--- config.mk ---
export PLATFORM = sky130hd
export DESIGN_NAME = z80_bus_arbiter
export DESIGN_NICKNAME = d
export VERILOG_FILES = /design/src/rtl/z80_bus_arbiter.sv
export SDC_FILE = /design/constraint.sdc
export NUM_CORES = 1
export LEC_CHECK = 0
export ABC_AREA = 1
export CAP_MARGIN = 20
export CORE_AREA = 2 2 39 41
export DETAILED_ROUTE_END_ITERATION = 16
export DIE_AREA = 0 0 41 43
export GPL_ROUTABILITY_DRIVEN = 1
export PLACE_DENSITY = 0.56
export SLEW_MARGIN = 20
export SYNTH_ARGS = -nofsm -noshare
export SYNTH_HDL_FRONTEND = slang
export SYNTH_SLANG_ARGS = --single-unit
--- constraint.sdc ---
create_clock -name clk -period 1.3 [get_ports clk]
set_input_delay 0.26 -clock clk [delete_from_list [all_inputs] [get_ports clk]]
set_output_delay 0.26 -clock clk [all_outputs]
set_load 0.005 [all_outputs]
--- src/rtl/z80_bus_arbiter.sv ---
// -----------------------------------------------------------------------------
// z80_bus_arbiter
//
// Lets a DMA master borrow the Z80 bus through the BUSREQ/BUSACK handshake.
// Sequence per tenure: IDLE -> REQ -> GRANT -> RELEASE -> GAP -> IDLE.
// A request that is withdrawn before the Z80 acknowledges is never granted
// (REQ -> RELEASE). After every tenure the CPU keeps the bus for MIN_GAP
// cycles before a new request is accepted.
//
// Optional feature, compile-time macro Z80_ARB_HOLD_LIMIT_EN:
//   defined     -> a tenure is cut after MAX_HOLD grant cycles and dma_yield
//                  pulses for one cycle; the DMA master re-arbitrates later.
//   not defined -> no hold limit, no hold counter, dma_yield is constant 0.
//
// Parameters:
//   MAX_HOLD  max consecutive grant cycles (2..255), hold-limit build only
//   MIN_GAP   CPU-owned cycles between two DMA tenures (1..15)
//
// Ports:
//   clk        in   sole clock, rising edge
//   rst        in   asynchronous active-high reset
//   dma_req    in   DMA master request, held high for the whole tenure
//   dma_gnt    out  DMA master owns the bus while high
//   dma_yield  out  one-cycle pulse: grant withdrawn by the hold limit
//   BUSREQ_L   out  active-low bus request to the Z80
//   BUSACK_L   in   active-low bus acknowledge, synchronous to clk
//   busy       out  high whenever the arbiter is not in IDLE
//
// All outputs are registered: each is computed from the next state and
// loaded on the same edge as the state register.
// -----------------------------------------------------------------------------
module z80_bus_arbiter #(
  parameter int MAX_HOLD = 64,
  parameter int MIN_GAP  = 4
) (
  input  logic clk,
  input  logic rst,
  input  logic dma_req,
  output logic dma_gnt,
  output logic dma_yield,
  output logic BUSREQ_L,
  input  logic BUSACK_L,
  output logic busy
);

  // Elaboration-time parameter range guards.
  if (MIN_GAP < 1 || MIN_GAP > 15) begin : g_bad_min_gap
    $error("z80_bus_arbiter: MIN_GAP must be in 1..15");
  end
  if (MAX_HOLD < 2 || MAX_HOLD > 255) begin : g_bad_max_hold
    $error("z80_bus_arbiter: MAX_HOLD must be in 2..255");
  end

  typedef enum logic [2:0] {
    S_IDLE    = 3'd0,
    S_REQ     = 3'd1,
    S_GRANT   = 3'd2,
    S_RELEASE = 3'd3,
    S_GAP     = 3'd4
  } state_t;

  localparam logic [3:0] GAP_LAST = 4'(MIN_GAP - 1);

  state_t     r_state;
  state_t     w_state_next;
  logic       r_gnt;
  logic       r_busreq_l;
  logic       r_busy;
  logic [3:0] r_gap_cnt;

`ifdef Z80_ARB_HOLD_LIMIT_EN
  localparam logic [7:0] HOLD_LAST = 8'(MAX_HOLD - 1);

  logic [7:0] r_hold_cnt;
  logic       r_yield;
  logic       w_yield_next;
  logic       w_hold_hit;

  // Counter reads MAX_HOLD-1 during the last permitted grant cycle.
  assign w_hold_hit = (r_hold_cnt == HOLD_LAST);
`endif

  // Next-state logic.
  always_comb begin
    w_state_next = r_state;
`ifdef Z80_ARB_HOLD_LIMIT_EN
    w_yield_next = 1'b0;
`endif
    case (r_state)
      S_IDLE: begin
        if (dma_req) w_state_next = S_REQ;
      end
      S_REQ: begin
        // Ack arrived: grant only if the DMA master still wants the bus,
        // otherwise hand the bus straight back (aborted request).
        if (!BUSACK_L) w_state_next = dma_req ? S_GRANT : S_RELEASE;
      end
      S_GRANT: begin
        // A voluntary release or a lost acknowledge has priority over the
        // hold limit, so neither of them raises dma_yield.
        if (!dma_req || BUSACK_L) begin
          w_state_next = S_RELEASE;
        end
`ifdef Z80_ARB_HOLD_LIMIT_EN
        else if (w_hold_hit) begin
          w_state_next = S_RELEASE;
          w_yield_next = 1'b1;
        end
`endif
      end
      S_RELEASE: begin
        if (BUSACK_L) w_state_next = S_GAP;
      end
      S_GAP: begin
        // dma_req and BUSACK_L are deliberately ignored here.
        if (r_gap_cnt == GAP_LAST) w_state_next = S_IDLE;
      end
      default: w_state_next = S_IDLE;
    endcase
  end

  // State, registered outputs and gap counter.
  always_ff @(posedge clk or posedge rst) begin
    if (rst) begin
      r_state    <= S_IDLE;
      r_gnt      <= 1'b0;
      r_busreq_l <= 1'b1;
      r_busy     <= 1'b0;
      r_gap_cnt  <= 4'd0;
    end else begin
      r_state    <= w_state_next;
      r_gnt      <= (w_state_next == S_GRANT);
      r_busreq_l <= !((w_state_next == S_REQ) || (w_state_next == S_GRANT));
      r_busy     <= (w_state_next != S_IDLE);
      // Held at zero outside GAP, so it is already cleared on entry.
      r_gap_cnt  <= (r_state == S_GAP) ? (r_gap_cnt + 4'd1) : 4'd0;
    end
  end

`ifdef Z80_ARB_HOLD_LIMIT_EN
  // Hold counter: zero outside GRANT, counts grant cycles inside it.
  always_ff @(posedge clk or posedge rst) begin
    if (rst) begin
      r_hold_cnt <= 8'd0;
      r_yield    <= 1'b0;
    end else begin
      r_hold_cnt <= (r_state == S_GRANT) ? (r_hold_cnt + 8'd1) : 8'd0;
      r_yield    <= w_yield_next;
    end
  end

  assign dma_yield = r_yield;
`else
  assign dma_yield = 1'b0;
`endif

  assign dma_gnt  = r_gnt;
  assign BUSREQ_L = r_busreq_l;
  assign busy     = r_busy;

endmodule

After elaboration in Yosys (flattened, before gate mapping)
Cells that the tools add are included.
{"block": "word_totals", "register_bits": 10, "inputBits": 4, "out_inout_bits": 4, "wordCells": 27}
{"block": "classes", "n_addsub": 1, "eq_ne": 7, "n_mux": 8, "n_reduce_logical": 6}
{"op": "3-bit 2-to-1 mux", "count": 5}
{"op": "3-bit one-hot mux with 5 select lines", "count": 1}
{"op": "3-bit by 2-bit equality test with 1-bit output (second input constant)", "count": 3}
{"op": "3-bit by 1-bit equality test with 1-bit output (second input constant)", "count": 2}
{"op": "4-bit by 1-bit adder with 4-bit output (second input constant)", "count": 1}
{"op": "4-bit by 2-bit equality test with 1-bit output (second input constant)", "count": 1}
{"op": "4-bit 2-to-1 mux", "count": 1}
{"op": "3-bit equality test (second input constant)", "count": 1}
{"op": "3-bit zero test", "count": 1}
{"op": "3-bit nonzero test", "count": 1}
{"op": "1-bit zero test", "count": 2}
{"op": "1-bit logical OR", "count": 2}
{"op": "1-bit 2-to-1 mux", "count": 1}

Longest topological paths before layout
{"block": "logic_depth", "depth_word": 7, "depth_mapped": 9, "depth_no_buf": 9}

Least setup slack after synthesis
No wires, ideal clock.
{"block": "synth_timing", "kind": "register -> register", "startpoint": "register r_gap_cnt[0]", "endpoint": "register r_gap_cnt[2]", "setup_time_ns": 0.077, "arrival_ns": 0.973, "t_required_ns": 1.223, "path_slack_ns": 0.249, "path_stages_with_launch": 4, "cell_sequence": "dfrtp_1 ha_1 or2_2 a21oi_1"}
{"block": "synth_via", "elab_chain_cells": 2}
{"element": "start, declared", "line": "69", "source": "logic [3:0] r_gap_cnt;"}
{"element": "start signal, assigned", "line": "136", "source": "r_gap_cnt <= (r_state == S_GAP) ? (r_gap_cnt + 4'd1) : 4'd0;"}
{"element": "4-bit by 1-bit adder with 4-bit output", "line": "136"}
{"element": "4-bit 2-to-1 mux", "line": "136"}
No other way between the ends.

Worst setup path in the final report
{"block": "layout_timing", "startpoint": "register r_busreq_l, in the netlist BUSREQ_L", "endpoint": "output port BUSREQ_L"}
{"element": "start, declared", "line": "67", "source": "logic r_busreq_l;"}
{"element": "start signal, assigned", "line": "133", "source": "r_busreq_l <= !((w_state_next == S_REQ) || (w_state_next == S_GRANT));"}
{"element": "end, declared", "line": "41", "source": "output logic BUSREQ_L,"}
No word-level cell between the ends.

==> results.yml <==
run_status:
  status: "complete, no violations"
pwr:
  p_leak_uw: 0.000291
  peakVddDrop_mv: 1.09
  p_per_area_nw_per_um2: 1990
clock_tree:
  cts_buffers: 3
  path_clk_slew_ps: 70
  insertion_delay_ps: 260
  ctsLongestPathBuffers: 2
  cts_root_buffer: "clkbuf_4"
  clock-sinks: 10
  cts_setup_buffers: 0
  cts_tree: "yes"
  cts_max_level: 1
setup_path:
  end_kind: "primary output"
  critical-path-top-delay-family: "flip-flops"
  path_cells: "dlygate4sd2_1"
  cp_num_cells: 1
  regToRegSetupSlack_ps: 190
  cp_max_fo: 1
  rr_endpoint: "r_gap_cnt[2]$_DFF_PP0_"
  crit_slowest_cell: "dfstp_2"
  path_buf_inv: 1
  worst_path_largest_cell_delay_ps: 510
  reg2reg_from: "r_gap_cnt[0]$_DFF_PP0_"
  arrival_ps: 980
  crit_required_ps: 1040
  crit_type: "register to primary output"
  crit_path_start_kind: "register"
  worst_r2r_path_depth: 3
layout:
  layout.cells.non_filler: 80
  drive_gt1_share_pct: 21.9
  antenna_cells: 0
  nets: 70
  fin_util_pct: 41.7
  syn_to_final_growth_pct: 21.6
placed_design:
  dpl.cell_count: 76
  io_buffer_count: 6
  gp_congestion: 0.642
  place_ws_ps: -28.4
  dp_hpwl_um: 588
sta:
  fin_crit_ps: 1240
  hold_viol: 0
  setup_viol: 0
  slew_violations: 0
  fin_crit_sh_pct: 95.1
  rsz0062_at_grt: "false"
  fmax_mhz: 809
  fin_worst_skew_ps: 10.1
  timing.final.ws_setup_ps: 63.8
floorplan:
  io_pins: 8
  start_util_pct: 34.3
  die_area_sq_um: 1760
  coreArea_sq_um: 1380
  rows: 14
  die_h_um: 43
  die_w_um: 41
logic_synthesis:
  ys_ff_latch: 10
  netlist_instances: 54
  avgSynthCellArea_sq_um: 8.78
  yosysWarnings: 0
  synth.largest_area_cell: "dfrtp_1"
  yosysUniqueCellTypes: 19
  synth.area.top_cells: "dfrtp_1, inv_1, nand2_1"
  netlist_area_sq_um: 474
  syn-num-nets: 59
  ys_seq_area_share_pct: 53.0
  yosysTopAreaCellShare_pct: 47.5
drt:
  drtIter0Drc: 8
  wl_um: 727
  vias: 335
  drcViolationCount: 0
  drt_pass1_iterations: 4
  detail_route.wl_per_cell_um: 9.09
  avgViaCountPerCell: 4.19
  ant_nets: 0
flow_run:
  maxCapViolations: 0
worst_hold_path:
  hold_path_class: "input pin to asynchronous set/reset pin"
global_route:
  grt_use_met1_pct: 14.6
  use_met3_pct: 7.85
  use_met2_pct: 16.9
  grt_pass1_wl_mm: 1.35
  grtUsageTotal_pct: 11.4
  overflow: 0
  antenna_found_initial: 0
  grt_max_degree: 11
  grt_busiest_layer: "met2"
  grt_pass1_vias: 341
## how the worst max path moves through the flow
| stage | from | endpoint | slack, ps |
|---|---|---|---|
| 2_1_floorplan | r_gap_cnt[0]$_DFF_PP0_ | r_gap_cnt[2]$_DFF_PP0_ | 250 |
| 3_3_place_gp | BUSACK_L | BUSREQ_L$_DFF_PP1_ | -20 |
| 3_5_place_dp | BUSACK_L | BUSREQ_L$_DFF_PP1_ | -30 |
| 4_1_cts | BUSREQ_L$_DFF_PP1_ | BUSREQ_L | 50 |
| 5_1_grt | BUSREQ_L$_DFF_PP1_ | BUSREQ_L | 20 |
| 6_report | BUSREQ_L$_DFF_PP1_ | BUSREQ_L | 60 |
## repair_timing
item	4_1_cts	5_1_grt
resized for setup	3	0
setup endpoints to repair	3	0
hold buffers	0	0
## flip-flops by register name, summed over array words and instances, names as in the netlist
register and flops:
r_gap_cnt 4, r_state 3, BUSREQ_L 1, busy 1
dma_gnt 1
## Yosys cell counts
cell type / n
nand2_2: 3
a21oi_1: 2
inv_1: 10
nand2_1: 9
inv_2: 2
or2_2: 1
conb_1: 1
a21oi_2: 1
nand3_2: 1
nand3_1: 5
ha_1: 1
nand4_1: 1
nor2_4: 1
dfrtp_1: 9
buf_4: 1
nor2_1: 3
dfstp_2: 1
o21ai_1: 1
o21bai_1: 1
## per-layer routing
metal	up-vias	wire [um]
li1	183	-
met1	148	338
met2	4	358
met3	0	29
met4	0	0
met5	-	0
## logic make-up (layout without fill, tap and decap cells)
logic type      after synthesis  after routing  share of synthesized area (%)
flops                        10             10                           53.0
buf+inv                      13             23                           11.1
compound gates                5              5                           6.60
other cells                   1              1                          0.791
fa+ha+maj                     1              1                           2.64
simple gates                 24             24                           25.9
## layout by cell type (no fill, tap or decap)
master / netlist / final
o21bai_1: 1 / 1
conb_1: 1 / 1
a21oi_1: 2 / 2
dfrtp_1: 9 / 9
o21ai_1: 1 / 1
clkbuf_4: 0 / 3
clkdlybuf4s50_1: 0 / 3
clkbuf_1: 0 / 1
nand2_2: 3 / 3
nand4_1: 1 / 1
ha_1: 1 / 1
or2_2: 1 / 1
dlygate4sd2_1: 0 / 3
nand2_1: 9 / 9
buf_4: 1 / 1
nor2_4: 1 / 1
dfstp_2: 1 / 1
nand3_1: 5 / 5
nand3_2: 1 / 1
inv_2: 2 / 2
inv_1: 10 / 10
nor2_1: 3 / 3
a21oi_2: 1 / 1
## where the power goes
group	total, uW	internal, uW	switching, uW
combinational	431	179	252
clock	216	118	97.7
sequential	501	417	84.4
total	1150	714	434
## stage by stage
stage	cell area (sq um)	setup TNS (ps)	hold WS [ps]	total power [uW]
floorplan	474	0	99.5	824
global route	577	0	334	1260
finish	577	0	270	1150
global placement	554	-21.3	458	973
CTS	577	0	282	1170
detailed placement	554	-28.4	463	978
## layout make-up
cell class	count	area [sq um]
inverter	12	45.0
clock buffer	4	26.3
sequential	10	251
timing repair buffer	7	63.8
fill	149	807
multi-input combinational	31	170
tap	16	20.0
No activity file was read; power rests on OpenSTA's default activity.
